**config.mk**
```make
export PLATFORM = sky130hd
export DESIGN_NAME = wb_stage_param
export DESIGN_NICKNAME = d
export VERILOG_FILES = /design/src/rtl/wb_stage_param.sv
export SDC_FILE = /design/constraint.sdc
export NUM_CORES = 1
export LEC_CHECK = 0
export CAP_MARGIN = 20
export CORE_AREA = 2 2 158 160
export DETAILED_ROUTE_END_ITERATION = 10
export DIE_AREA = 0 0 160 162
export GPL_ROUTABILITY_DRIVEN = 0
export MAX_ROUTING_LAYER = met4
export REMOVE_ABC_BUFFERS = 1
export SLEW_MARGIN = 20
export SYNTH_ARGS = -nofsm -noshare
export SYNTH_HDL_FRONTEND = slang
export SYNTH_SLANG_ARGS = --single-unit
```
**constraint.sdc**
```tcl
create_clock -name clk -period 3.1 [get_ports clk]
set_clock_uncertainty 0.05 [all_clocks]
set_input_delay 0.62 -clock clk [delete_from_list [all_inputs] [get_ports clk]]
set_output_delay 0.62 -clock clk [all_outputs]
set_load 0.005 [all_outputs]
```
**src/rtl/wb_stage_param.sv**
```systemverilog
// Write-back stage: selects the write-back source, aligns and extends sub-word loads,
// flags misaligned loads, keeps a short commit history and counts retired instructions.
module wb_stage_param #(
   parameter int unsigned REG_ADDR_W = 5,
   parameter int unsigned HIST_DEPTH = 2,
   parameter int unsigned CNT_W      = 32,
   parameter int unsigned BIG_ENDIAN = 0
) (
   input  logic                             clk,
   input  logic                             reset,
   input  logic                             stall,
   input  logic                             valid_mem_wb,
   input  logic                             ctrl_regWrite_mem_wb,
   input  logic [1:0]                       ctrl_wbSel_mem_wb,
   input  logic [1:0]                       ctrl_loadSize_mem_wb,
   input  logic                             ctrl_loadUnsigned_mem_wb,
   input  logic [REG_ADDR_W-1:0]            rd_addr_mem_wb,
   input  logic [31:0]                      alu_result_mem_wb,
   input  logic [31:0]                      read_data_from_mem_mem_wb,
   input  logic [31:0]                      pc_plus8_mem_wb,
   output logic [31:0]                      wb_data,
   output logic [REG_ADDR_W-1:0]            wb_rd_addr,
   output logic                             wb_reg_write,
   output logic                             misalign_err,
   output logic [HIST_DEPTH*32-1:0]         hist_data,
   output logic [HIST_DEPTH*REG_ADDR_W-1:0] hist_addr,
   output logic [HIST_DEPTH-1:0]            hist_valid,
   output logic [CNT_W-1:0]                 retired_count
);

   localparam logic BE = (BIG_ENDIAN != 0);

   logic [1:0]  off;
   logic [1:0]  lane;
   logic        hi_half;
   logic [7:0]  byte_val;
   logic [15:0] half_val;
   logic [31:0] load_val;
   logic [31:0] data_nxt;
   logic        misaligned;
   logic        write_nxt;
   logic        retire;

   logic [HIST_DEPTH-1:0][31:0]           hist_data_q;
   logic [HIST_DEPTH-1:0][REG_ADDR_W-1:0] hist_addr_q;

   assign hist_data = hist_data_q;
   assign hist_addr = hist_addr_q;

   // Lane extraction, extension and source select
   always_comb begin
      off     = alu_result_mem_wb[1:0];
      lane    = BE ? ~off : off;
      hi_half = off[1] ^ BE;

      case (lane)
         2'd0:    byte_val = read_data_from_mem_mem_wb[7:0];
         2'd1:    byte_val = read_data_from_mem_mem_wb[15:8];
         2'd2:    byte_val = read_data_from_mem_mem_wb[23:16];
         default: byte_val = read_data_from_mem_mem_wb[31:24];
      endcase
      half_val = hi_half ? read_data_from_mem_mem_wb[31:16] : read_data_from_mem_mem_wb[15:0];

      case (ctrl_loadSize_mem_wb)
         2'b00:   load_val = {{24{~ctrl_loadUnsigned_mem_wb & byte_val[7]}}, byte_val};
         2'b01:   load_val = {{16{~ctrl_loadUnsigned_mem_wb & half_val[15]}}, half_val};
         default: load_val = read_data_from_mem_mem_wb;
      endcase

      case (ctrl_wbSel_mem_wb)
         2'b01:   data_nxt = load_val;
         2'b10:   data_nxt = pc_plus8_mem_wb;
         default: data_nxt = alu_result_mem_wb;
      endcase

      misaligned = (ctrl_wbSel_mem_wb == 2'b01) &&
                   (((ctrl_loadSize_mem_wb == 2'b01) && off[0]) ||
                    (ctrl_loadSize_mem_wb[1] && (off != 2'b00)));
      write_nxt  = valid_mem_wb && ctrl_regWrite_mem_wb &&
                   (rd_addr_mem_wb != '0) && !misaligned;
      retire     = valid_mem_wb && !misaligned;
   end

   // Falling-edge state so decode sees the write on the following rising edge
   always_ff @(negedge clk or negedge reset) begin
      if (!reset) begin
         wb_data       <= '0;
         wb_rd_addr    <= '0;
         wb_reg_write  <= 1'b0;
         misalign_err  <= 1'b0;
         hist_data_q   <= '0;
         hist_addr_q   <= '0;
         hist_valid    <= '0;
         retired_count <= '0;
      end else if (!stall) begin
         for (int unsigned k = 1; k < HIST_DEPTH; k++) begin
            hist_data_q[k] <= hist_data_q[k-1];
            hist_addr_q[k] <= hist_addr_q[k-1];
            hist_valid[k]  <= hist_valid[k-1];
         end
         hist_data_q[0] <= wb_data;
         hist_addr_q[0] <= wb_rd_addr;
         hist_valid[0]  <= wb_reg_write;

         wb_data       <= data_nxt;
         wb_rd_addr    <= rd_addr_mem_wb;
         wb_reg_write  <= write_nxt;
         misalign_err  <= valid_mem_wb && misaligned;
         retired_count <= retired_count + CNT_W'(retire);
      end
   end

endmodule

```
==> impl_metrics.ini <==
[status]
outcome = complete, but fails checks
violations = setup timing

[logic_synthesis]
syn_inst = 650
ys.flop_type = dfrtn_1
yosys_warnings = 0
synth-edff-count = 0
seq_area_frac_synth_pct = 51.4
ys_types = 49
async_reset_ff_share_pct = 100
avgSynthCellArea_sq_um = 11.0
ys_ff_latch = 147
netlist_area_sq_um = 7160

[clock_tree]
cts.path.max_buffers = 2
cts_tree = built
clk_latency_ns = 0.40
cts_max_level = 4
cts.sinks = 147
clk_pin_slew_ns = 0.05
cts_buffers = 17
cts_root_buffer = clkbuf_16

[finish]
final_common_cell = buf_4
layoutNonFillerInstCount = 1465
final_cell_mix = 199 x buf_4, 147 x dfrtn_1, 141 x buf_2
fill_cells = 2225
finish.net_count = 1242
drive_above_1_share_pct = 55.4
area_delta_synth_final_pct = 75.4

[worst_setup_path]
endpoint = retired_count[16]$_DFFE_NN0N_
crit_family = simple AND/OR/NAND/NOR gates
crit_required_ns = 1.74
worst_path_most_repeated_cell = ha_4
crit_slowest_cell = or4b_4
critPathKind = in2reg
critPathLaunch = ctrl_wbSel_mem_wb[1]
ff2ff_setup_slack_ns = 0.80
crit_path_end_kind = register
r2r_cells = 10
crit_chain = buf_8 > inv_4 > ha_4 > a21boi_4 > nor2b_4 > ha_4 > ha_4 > nand3_2 > or4b_4 > nor3_4 > and4_1 > xor2_1
crit_path_max_fanout = 3
max_stage_delay_ns = 0.58
worstPathArrival_ns = 2.55
r2r-end = retired_count[31]$_DFFE_NN0N_
crit_cells = 12
rr_startpoint = retired_count[13]$_DFFE_NN0N_
startpoint_type = primary input
worstPathBufferInverterCount = 2

[detailed_routing]
drtIter0Drc = 366
drt-wirelength-per-cell_microns = 18.2
wl_met3_mm = 1.94
drc = 0
via_per_inst = 4.81
firstDrtPassIters = 5
drt_wl_total_mm = 26.7
via_count = 7048
wl_met1_mm = 11.7
wl_met2_mm = 12.8
ant_nets = 0
maxUsedRoutingLayer = met4

[power]
finalPower_w = 0.00627
switching_share_pct = 28.1
p_sw_w = 0.00176
power.leakage_nw = 6.10
p_seq_share_pct = 38.4
p_int_w = 0.00451
p_comb_share_pct = 29.2
clkPwrFrac_pct = 32.5
p_per_area_nw_per_um2 = 499
peakVddDrop_mv = 0.311

[placed_design]
dp_hpwl_mm = 18.5
numPlacedInstances = 1349
port_buffers = 257

[grt]
grt_usage_pct = 21.0
overflow = 0
grt_pass1_vias = 7195
grt_pass1_wl_mm = 41.0
grt_max_degree = 60
antenna_found_initial = 2

[floorplan]
num_io_pins = 258
die_h_microns = 162
dieWidth_microns = 160
initial_core_util_pct = 29.7
core_sq_um = 24100
fp.dieArea_sq_um = 25900
std_cell_rows = 57

[sta]
rsz0062_at_grt = yes
slew_viol_final = 0
relSlewSlack_pct = 70.0
worst_slack_ns = -0.809
hold_violations = 0
worst_pin_slew_ns = 0.450
setup_violations = 209

[min_path]
hold_class = reg2reg

[job]
max-cap-violations = 0
## metrics by stage
stage                     setup WS (ns)  instance area (sq um)  hold WS [ns]  TNS (ns)  utilization, %
after floorplan                   -1.48                   6950         0.375    -60.69               -
after global placement            -2.04                  11200         0.381   -112.40            46.6
after detailed placement          -2.11                  11200         0.388   -115.21            46.6
after CTS                        -0.830                  12200         0.398    -34.30            50.7
after global routing             -0.884                  12600         0.407    -37.44            52.1
final                            -0.809                  12600         0.397    -28.46            52.1
## layout make-up
type                    count  area (sq um)  share of cell area, %
well taps                 324           405                   3.23
multi-input cells         443          3780                   30.1
clock buffers              19           433                   3.45
flip-flops and latches    147          3680                   29.3
inverters                  18          73.8                  0.588
diodes                      2          5.00                 0.0398
clock inverters            12           131                   1.05
repair buffers            500          4050                   32.3
## state kept, by name, summed over array words and instances (netlist names)
signal / flops
retired_count: 32
hist_data: 64
hist_valid: 2
misalign_err: 1
wb_reg_write: 1
wb_data: 32
wb_rd_addr: 5
hist_addr: 10
## worst reg2reg max path, cell delays in order (launching register included)
cell and delay (ns):
dfrtn_1 0.41, buf_4 0.11, buf_4 0.09, buf_4 0.12
nand4_1 0.22, nor4_1 0.27, buf_4 0.20, nand4_1 0.14
buf_4 0.20, nor4_4 0.23, xor2_1 0.10
## cell usage after synthesis (3+ instances only)
cell / instances / area, sq um
dfrtn_1: 147 / 3680
mux2_2: 91 / 1020
a21oi_1: 56 / 280
nand2_1: 49 / 184
nor2_1: 47 / 176
o21ai_0: 26 / 130
clkbuf_1: 25 / 93.8
and3_1: 23 / 144
inv_1: 18 / 67.6
xnor2_1: 17 / 149
xor2_1: 13 / 114
nand3_1: 11 / 55.1
a21oi_2: 10 / 87.6
o221ai_2: 10 / 150
nand2b_1: 8 / 50.1
a21o_1: 7 / 52.6
nor3_1: 7 / 35.0
o221ai_1: 7 / 61.3
a221o_1: 6 / 60.1
a22oi_1: 6 / 45.0
buf_1: 6 / 22.5
nand4_1: 6 / 37.5
a211oi_1: 5 / 37.5
buf_6: 5 / 56.3
ha_1: 4 / 50.1
nor2b_1: 4 / 25.0
buf_2: 3 / 15.0
buf_4: 3 / 22.5
nor4_1: 3 / 18.8
o211ai_1: 3 / 22.5
## cell families after synthesis
group | after synthesis | share of synthesized area [%]
multiplexers | 93 | 14.6
adder cells (fa/ha/maj) | 4 | 0.699
buffers and inverters | 60 | 3.88
AND/OR/NAND/NOR | 169 | 11.3
XOR/XNOR | 30 | 3.67
flip-flops | 147 | 51.4
AO/OA/AOI/OAI | 147 | 14.5
## power groups by stage
stage | clock, W | sequential (W) | combinational [W]
3_3_place_gp | 0 | 0.00244 | 0.00174
2_1_floorplan | 0 | 0.00248 | 0.000445
6_report | 0.00203 | 0.00240 | 0.00183
5_1_grt | 0.00217 | 0.00244 | 0.00198
4_1_cts | 0.00209 | 0.00241 | 0.00177
3_5_place_dp | 0 | 0.00245 | 0.00176
## metal layers
| layer | up-vias | GRT usage, % |
|---|---|---|
| li1 | 3298 | - |
| met1 | 3457 | 26.8 |
| met4 | 0 | 3.85 |
| met5 | - | - |
| met2 | 267 | 33.6 |
| met3 | 26 | 6.41 |
## worst min-delay path by stage
stage                                  start                             to  slack, ns  depth (start not counted)
5_1_grt            hist_data[36]$_DFFE_NN0N_      hist_data[36]$_DFFE_NN0N_       0.41                          1
2_1_floorplan  retired_count[31]$_DFFE_NN0N_  retired_count[31]$_DFFE_NN0N_       0.37                          1
6_report           hist_data[42]$_DFFE_NN0N_      hist_data[42]$_DFFE_NN0N_       0.40                          1
3_3_place_gp        misalign_err$_DFFE_NN0N_       misalign_err$_DFFE_NN0N_       0.38                          2
3_5_place_dp        misalign_err$_DFFE_NN0N_       misalign_err$_DFFE_NN0N_       0.39                          2
4_1_cts             hist_addr[6]$_DFFE_NN0N_       hist_addr[6]$_DFFE_NN0N_       0.40                          1
## timing repair
item	4_1_cts	5_1_grt
setup buffers	59	30
gates resized for setup	769	47
pin swaps	53	35
hold buffers	0	0
gates cloned	5	0
endpoints found under the setup margin	213	212
hold endpoints to repair	0	0
Note: power is estimated with default switching activity, not from simulation.
